$ cat src/rtl/car_sched_pkg.sv
// rtl/car_sched_pkg.sv - shared widths, state encodings and pixel record for car_scheduler
package car_sched_pkg;

  localparam int X_W      = 8;
  localparam int Y_W      = 7;
  localparam int C_W      = 3;
  localparam int PLAYER_W = 4;
  localparam int PLAYER_H = 4;

  typedef logic [2:0] state_t;

  localparam state_t S_IDLE   = 3'd0;
  localparam state_t S_LAUNCH = 3'd1;
  localparam state_t S_RUN    = 3'd2;
  localparam state_t S_NEXT   = 3'd3;
  localparam state_t S_DONE   = 3'd4;

  typedef struct packed {
    logic           plot;
    logic [X_W-1:0] x;
    logic [Y_W-1:0] y;
    logic [C_W-1:0] colour;
  } pixel_t;

  function automatic int width_min1(input int n);
    return (n > 1) ? $clog2(n) : 1;
  endfunction

endpackage

$ cat src/rtl/car_hit_detect.sv
// rtl/car_hit_detect.sv - sticky player-box collision flag on the registered pixel output
// Built only when CAR_SCHEDULER_HIT_DETECT_EN is defined.
module car_hit_detect
  import car_sched_pkg::*;
(
  input  logic           clk,
  input  logic           resetn,
  input  logic           clear,
  input  logic           plot,
  input  logic [X_W-1:0] x,
  input  logic [Y_W-1:0] y,
  input  logic [C_W-1:0] colour,
  input  logic [X_W-1:0] player_x,
  input  logic [Y_W-1:0] player_y,
  output logic           hit
);

  logic hit_q, hit_d;
  logic in_x, in_y;

  // One extra bit keeps player_x+3 from wrapping at the right/bottom screen edge
  always_comb begin
    in_x = ({1'b0, x} >= {1'b0, player_x}) &&
           ({1'b0, x} <= ({1'b0, player_x} + 9'(PLAYER_W - 1)));
    in_y = ({1'b0, y} >= {1'b0, player_y}) &&
           ({1'b0, y} <= ({1'b0, player_y} + 8'(PLAYER_H - 1)));
  end

  always_comb begin
    hit_d = hit_q;
    if (clear) begin
      hit_d = 1'b0;
    end else if (plot && (colour != '0) && in_x && in_y) begin
      hit_d = 1'b1;
    end
  end

  always_ff @(posedge clk or negedge resetn) begin
    if (!resetn) begin
      hit_q <= 1'b0;
    end else begin
      hit_q <= hit_d;
    end
  end

  assign hit = hit_q;

endmodule

$ cat src/rtl/car_scheduler.sv
// rtl/car_scheduler.sv - runs car sprite engines one at a time and muxes the active one onto the VGA port
// Optional player collision flag under CAR_SCHEDULER_HIT_DETECT_EN.
module car_scheduler
  import car_sched_pkg::*;
#(
  parameter int NUM_CARS = 6,
  parameter int TIMEOUT  = 100000
) (
  input  logic                    clk,
  input  logic                    resetn,
  input  logic                    go,
  input  logic [NUM_CARS-1:0]     car_plot,
  input  logic [NUM_CARS-1:0]     car_finish,
  input  logic [X_W*NUM_CARS-1:0] car_x,
  input  logic [Y_W*NUM_CARS-1:0] car_y,
  input  logic [C_W*NUM_CARS-1:0] car_colour,
  output logic [NUM_CARS-1:0]     car_en,
  output logic                    plot,
  output logic [X_W-1:0]          x,
  output logic [Y_W-1:0]          y,
  output logic [C_W-1:0]          colour,
  output logic                    busy,
  output logic                    pass_done,
  output logic                    timeout_err
`ifdef CAR_SCHEDULER_HIT_DETECT_EN
  ,
  output logic                    hit,
  input  logic [X_W-1:0]          player_x,
  input  logic [Y_W-1:0]          player_y
`endif
);

  localparam int IDX_W = width_min1(NUM_CARS);
  localparam int WD_W  = width_min1(TIMEOUT);
  localparam logic [IDX_W-1:0] IDX_LAST = IDX_W'(NUM_CARS - 1);
  localparam logic [WD_W-1:0]  WD_LAST  = WD_W'(TIMEOUT - 1);

  state_t           state_q, state_d;
  logic [IDX_W-1:0] idx_q, idx_d;
  logic [WD_W-1:0]  wd_q, wd_d;
  logic             terr_q, terr_d;
  pixel_t           pix_q, pix_d;

  logic           sel_plot, sel_finish;
  logic [X_W-1:0] sel_x;
  logic [Y_W-1:0] sel_y;
  logic [C_W-1:0] sel_c;

  // Only the indexed car is ever looked at; everything else on the side ports is ignored
  always_comb begin
    sel_plot   = 1'b0;
    sel_finish = 1'b0;
    sel_x      = '0;
    sel_y      = '0;
    sel_c      = '0;
    car_en     = '0;
    for (int i = 0; i < NUM_CARS; i++) begin
      if (idx_q == IDX_W'(i)) begin
        sel_plot   = car_plot[i];
        sel_finish = car_finish[i];
        sel_x      = car_x[i*X_W +: X_W];
        sel_y      = car_y[i*Y_W +: Y_W];
        sel_c      = car_colour[i*C_W +: C_W];
        car_en[i]  = (state_q == S_LAUNCH);
      end
    end
  end

  always_comb begin
    state_d    = state_q;
    idx_d      = idx_q;
    wd_d       = wd_q;
    terr_d     = terr_q;
    pix_d      = pix_q;
    pix_d.plot = 1'b0;
    case (state_q)
      S_IDLE: begin
        if (go) begin
          state_d = S_LAUNCH;
          idx_d   = '0;
          terr_d  = 1'b0;
        end
      end
      S_LAUNCH: begin
        wd_d    = '0;
        state_d = S_RUN;
      end
      S_RUN: begin
        pix_d.plot = sel_plot;
        if (sel_plot) begin
          pix_d.x      = sel_x;
          pix_d.y      = sel_y;
          pix_d.colour = sel_c;
        end
        if (wd_q != WD_LAST) begin
          wd_d = wd_q + 1'b1;
        end
        // A finish landing on the last watchdog cycle still counts as a clean finish
        if (sel_finish) begin
          state_d = S_NEXT;
        end else if (wd_q == WD_LAST) begin
          terr_d  = 1'b1;
          state_d = S_NEXT;
        end
      end
      S_NEXT: begin
        if (idx_q == IDX_LAST) begin
          state_d = S_DONE;
        end else begin
          idx_d   = idx_q + 1'b1;
          state_d = S_LAUNCH;
        end
      end
      S_DONE: begin
        state_d = S_IDLE;
      end
      default: begin
        state_d = S_IDLE;
      end
    endcase
  end

  always_ff @(posedge clk or negedge resetn) begin
    if (!resetn) begin
      state_q <= S_IDLE;
      idx_q   <= '0;
      wd_q    <= '0;
      terr_q  <= 1'b0;
      pix_q   <= '0;
    end else begin
      state_q <= state_d;
      idx_q   <= idx_d;
      wd_q    <= wd_d;
      terr_q  <= terr_d;
      pix_q   <= pix_d;
    end
  end

  assign plot        = pix_q.plot;
  assign x           = pix_q.x;
  assign y           = pix_q.y;
  assign colour      = pix_q.colour;
  assign busy        = (state_q != S_IDLE);
  assign pass_done   = (state_q == S_DONE);
  assign timeout_err = terr_q;

`ifdef CAR_SCHEDULER_HIT_DETECT_EN
  logic hit_clear;
  assign hit_clear = (state_q == S_IDLE) && go;

  car_hit_detect u_hit_detect (
    .clk      (clk),
    .resetn   (resetn),
    .clear    (hit_clear),
    .plot     (pix_q.plot),
    .x        (pix_q.x),
    .y        (pix_q.y),
    .colour   (pix_q.colour),
    .player_x (player_x),
    .player_y (player_y),
    .hit      (hit)
  );
`endif

endmodule

$ cat config.mk
export PLATFORM = sky130hd
export DESIGN_NAME = car_scheduler
export DESIGN_NICKNAME = d
export VERILOG_FILES = /design/src/rtl/car_sched_pkg.sv /design/src/rtl/car_hit_detect.sv /design/src/rtl/car_scheduler.sv
export SDC_FILE = /design/constraint.sdc
export NUM_CORES = 1
export LEC_CHECK = 0
export ABC_AREA = 1
export BUFFER_PORTS_ARGS = -buffer_cell sky130_fd_sc_hd__buf_2
export CORE_UTILIZATION = 40
export DETAILED_ROUTE_END_ITERATION = 7
export PLACE_DENSITY_LB_ADDON = 0.3
export SLEW_MARGIN = 20
export SYNTH_ARGS = -nofsm -noshare
export SYNTH_HDL_FRONTEND = slang
export SYNTH_SLANG_ARGS = --single-unit
$ cat constraint.sdc
create_clock -name clk -period 3.35 [get_ports clk]
set_clock_uncertainty 0.2 [all_clocks]
set_input_delay 0.1675 -clock clk [delete_from_list [all_inputs] [get_ports clk]]
set_output_delay 0.1675 -clock clk [all_outputs]
set_load 0.02 [all_outputs]
-- Word-level counts from Yosys, hierarchy flattened
Index checks and enable logic that the tools add are counted.
- $add $sub $neg: 2
- equality and inequality tests: 17
- mux-type cells: 52
- reductions and logical operators: 11
- operators with widths (operator ; count):
    $mux 8 ; 6
    $mux 7 ; 6
    $mux 3 ; 12
    $pmux 17 s2 ; 1
    $mux 1 ; 21
    $mux 19 ; 1
    $mux 18 ; 1
    $add 17x1->17 const B ; 1
    $eq 17x17->1 const B ; 1
    $mux 17 ; 1
    $ne 17x17->1 const B ; 1
    $eq 3x2->1 const B ; 4
    $pmux 3 s4 ; 1
    $ne 2x2->1 const B ; 5
    $eq 3x3->1 const B ; 3
    $eq 3x1->1 const B ; 2
    $logic_not 3->1 ; 2
    $pmux 3 s2 ; 1
    $reduce_and 2->1 ; 3
    $reduce_bool 2->1 ; 3
    $reduce_and 4->1 ; 1
    $add 3x1->3 const B ; 1
    $ne 3x3->1 const B ; 1
    $reduce_and 3->1 ; 1
    other kinds (2) ; 2
- flip-flop bits (word level): 43
- bits of input ports: 123
- output and inout port bits: 28
- logic and storage cells: 90

-- Depth between registers and ports, before layout
- word-level depth: 9
- depth in mapped cells: 16
- depth with buffers taken out: 14

-- Least setup slack after synthesis
OpenSTA, ideal clock, no wires.
- path kind: register to register
- start point: register idx_q[2]
- end point: register pix_q, in the netlist x[7]
- setup time: 0.065 ns
- arrival: 1.776 ns
- data required time: 3.085 ns
- setup slack: 1.310 ns
- stages on the path, launching flop included: 15
- buffers on the path: 3
- clock period less this slack: 2.040 ns
- path through: dfrtp_1 inv_2 buf_2 ha_1 inv_1 buf_2 buf_1 nor2_1 nor2_1 nand2_1 nand2_1 nand2_1 nand2_1 nand2_1 nand2_1
- cells in the longest elaborated chain, start to end: 8
- elaborated cells on any way between the ends: 19
- those cells by class: eq/ne: 5; mux: 12; reduce/logical: 2
- ends and longest elaborated chain (element ; RTL line ; text):
    start, declared ; car_scheduler.sv:39 ; logic [IDX_W-1:0] idx_q, idx_d;
    start signal, assigned ; car_scheduler.sv:132 ; idx_q <= idx_d;
    $logic_not 3->1 ; car_scheduler.sv:58 ; if (idx_q == IDX_W'(i)) begin
    $mux 1 (6 in a row) ; car_scheduler.sv:58 ;
    $reduce_and 2->1 (no line) ; -- ;
    end signal, assigned ; car_scheduler.sv:135 ; pix_q <= pix_d;
    end, declared ; car_scheduler.sv:42 ; pixel_t pix_q, pix_d;
Parallel ways exist; a longest one is shown, timed or not.
A chain may end at the register's enable or synchronous reset.

-- Worst setup path after layout
- start point: register idx_q[2]
- end point: register pix_q, in the netlist colour[1]
The elaborated chain is that of the path after synthesis.

==> flow_summary_export.csv <==
group,metric,value,unit
outcome,outcome,"completed",
routing,detail-route-antenna-nets,0,
final_layout,n_antenna_cell,0,
setup_path,crit_fanout,41,
floorplanning,core-area,8720,sq um
run,cap_violations,0,
placement,place_hpwl,8480,microns
routing,routedWlPerCell,12.6,microns
setup_path,cp_cell_sequence,"inv_2, nand2_2, o21ai_0, inv_1, nand2_1, nand2_1, nand2_1, nand2_2, nand2_4, inv_4, nand2_1, nand2_1",
synth,yosys-top-cells-area,"nand2_1 (31%), dfrtp_1 (30%), inv_1 (5.7%), nor2_1 (5.6%), nand3_1 (5.4%)",
pwr,leakage,2.77,nW
routing,vias,4302,
sta,finalSetupTns,0,ns
setup_path,max_stage_delay,0.46,ns
sta,tightest_slew,0.583,ns
sta,whs,0.00459,ns
setup_path,setup.worst_path.end,"colour[1]",
synth,yosys_register_bits,43,
routing,routed_wl,11000,microns
grt,grt_pass1_wl,18800,microns
cts,clk_path_buf_depth,2,
floorplanning,die_w,96.8,microns
final_layout,seqCellArea,1080,sq um
setup_path,end_kind,"flop",
cts,cts_sinks,43,
setup_path,r2r_slack,0.77,ns
setup_path,cp.buffers_inverters,3,
setup_path,critPathArrivalTime,2.57,ns
cts,clk_pin_slew_worst_paths,0.09,ns
grt,antenna_found_initial,0,
cts,cts-root-buf,"clkbuf_8",
cts,cts_resized,0,
final_layout,syn2layout_area_growth,29.6,%
cts,htreeDepth,2,
floorplanning,core.rowCount,34,
sta,fmax,388,MHz
sta,setup_viol,0,
synth,synth_nets,743,
placement,port_buffers,150,
synth,synthMuxAreaShare,0,%
final_layout,fillers,900,
sta,maxSlewViolCount,0,
synth,yosys.area_share.simple,52.0,%
setup_path,r2r_start,"idx_q[2]",
sta,finalHoldViolations,0,
pwr,ir_drop,0.210,mV
routing,drc,0,
sta,finalCriticalPeriod,2.58,ns
synth,synth-seq-area-share,29.9,%
synth,syn_inst,614,
final_layout,final_common_cell,"nand2_1",
synth,avgSynthCellArea,5.86,sq um
final_layout,final_cell_mix,"nand2_1 (299), buf_2 (150), inv_1 (55)",
synth,yosys.area.top_type,"nand2_1",
final_layout,drive_gt1_share,25.2,%
setup_path,cp_common_cell,"nand2_1",
placement,place.gp.congestion,0.890,
routing,avgViaCountPerCell,4.91,
synth,synth_xor_area_share,2.19,%
sta,rsz0062_at_grt,"false",
grt,track_usage,24.1,%
floorplanning,die-area,9380,sq um
pwr,cellPowerDensity,205,nW/um^2
grt,grt_pass1_vias,4247,
synth,synth-edff-count,0,
setup_path,crit_start,"idx_q[2]",
setup_path,cp_slowest_cell,"nand2_2",
floorplanning,ios,151,
synth,synth-compound-area-share,3.89,%
synth,yosys_most_used_dff,"dfrtp_1",
setup_path,path_depth,12,
synth,async_flop_share,100,%
floorplanning,start_util,41.3,%
final_layout,final_cell_count_no_fill,877,
routing,drtIter0Drc,190,
synth,synth_top_family_by_area,"simple AND/OR/NAND/NOR gates",
cts,cts_buffers,5,
placement,post-place-ws,0.791,ns
cts,clk_latency,0.30,ns
sta,period_share,76.9,%
setup_path,worstReg2RegEnd,"colour[1]",
setup_path,criticalPathCategory,"flop to flop",
final_layout,multi_input_area,2160,sq um
sta,slew_headroom,61.0,%
synth,synth_top_area_share,31.2,%
setup_path,cp_top_family,"simple AND/OR/NAND/NOR gates",
setup_path,r2r_cells,12,
grt,grt_max_degree,44,
routing,dr.pass1.iters,5,
setup_path,worstPathRequired,3.34,ns
hold_path,hold_path.class,"input port to flop",
grt,overflow,0,
cts,cts_tree,"built",
synth,ys_warn_count,0,
placement,dp_cells,851,
setup_path,start_kind,"flop",
sta,setup_ws,0.774,ns
final_layout,fin_nets,897,
synth,yosys.area_share.adder,2.09,%
floorplanning,fp.dieH,96.8,microns
synth,synth_area,3600,sq um
synth,synth_cell_types,31,
==> what timing repair did <==
item / 4_1_cts / 5_1_grt
setup buffers: 0 / 0
hold buffers: 17 / 0
endpoints found under the setup margin: 0 / 0
hold endpoints to repair: 59 / 0
==> sequential cells by signal, indices dropped and copies added, names as in the netlist <==
| name | flops |
|---|---|
| x | 8 |
| plot | 1 |
| idx_q | 3 |
| colour | 3 |
| y | 7 |
| wd_q | 17 |
| timeout_err | 1 |
| state_q | 3 |
==> routing by layer <==
metal	share of wire (%)	routed length, microns	vias to the layer above	track usage (%)
met5	0	0	-	0
met4	1.9	211	0	6.66
met3	7.0	772	18	5.20
met2	47	5220	162	41.8
met1	44	4840	1937	30.1
li1	-	-	2185	-
==> where the power goes <==
group          internal (mW)  switching (mW)
logic                 0.0654          0.0401
registers              0.519        0.000343
clock network          0.146           0.185
total                  0.730           0.226
==> worst min-delay path by stage <==
stage | from | to | slack (ns) | cells past startpoint
final | car_y[35] | y[0] | 0.005 | 5
after global routing | car_y[35] | y[0] | 0.04 | 5
after CTS | car_y[35] | y[0] | 0.003 | 5
after detailed placement | resetn | plot | 0.18 | 1
after global placement | resetn | colour[2] | 0.17 | 1
after floorplan | resetn | colour[0] | -0.33 | 0
==> through the flow <==
stage	power, mW	utilization (%)	cell area [sq um]
floorplan	0.532	-	3600
global placement	0.617	50.3	4390
detailed placement	0.616	50.3	4390
CTS	0.966	53.2	4640
global route	0.999	53.5	4660
finish	0.956	53.5	4660
==> worst reg2reg max path, delay by kind of cell, from the launching register on <==
kind | cells | cell delay, ns
simple gates | 8 | 1.03
flops | 1 | 0.42
buf+inv | 3 | 0.55
compound gates | 1 | 0.28
==> cells by family after synthesis <==
| kind of cell | count (synthesis) |
|---|---|
| AND/OR/NAND/NOR | 444 |
| AO/OA/AOI/OAI | 26 |
| flip-flops | 43 |
| buffers and inverters | 86 |
| XOR/XNOR | 9 |
| adder cells (fa/ha/maj) | 6 |
==> cell type report <==
class,instances,share of cell area (%)
sequential,43,23.1
multi-input combinational,485,46.4
inverter,61,4.96
clock inverter,2,0.268
tap,108,2.90
clock buffer,6,1.56
timing repair buffer,172,20.8
==> cell usage after synthesis, types with 2 or more instances <==
master / number
buf_1: 5
nand2_4: 2
inv_2: 2
nand3_1: 39
dfrtp_1: 43
or2_2: 19
nor2_1: 54
inv_1: 55
buf_2: 14
nor3_1: 11
a21oi_1: 3
nor4_1: 2
ha_1: 6
o21ai_1: 6
o21ai_0: 9
clkbuf_1: 3
clkinv_1: 3
o22ai_1: 7
xor2_1: 9
nand2_2: 4
nand4_1: 9
nand2_1: 299
buf_4: 2
No activity file was read; power rests on OpenSTA's default activity.
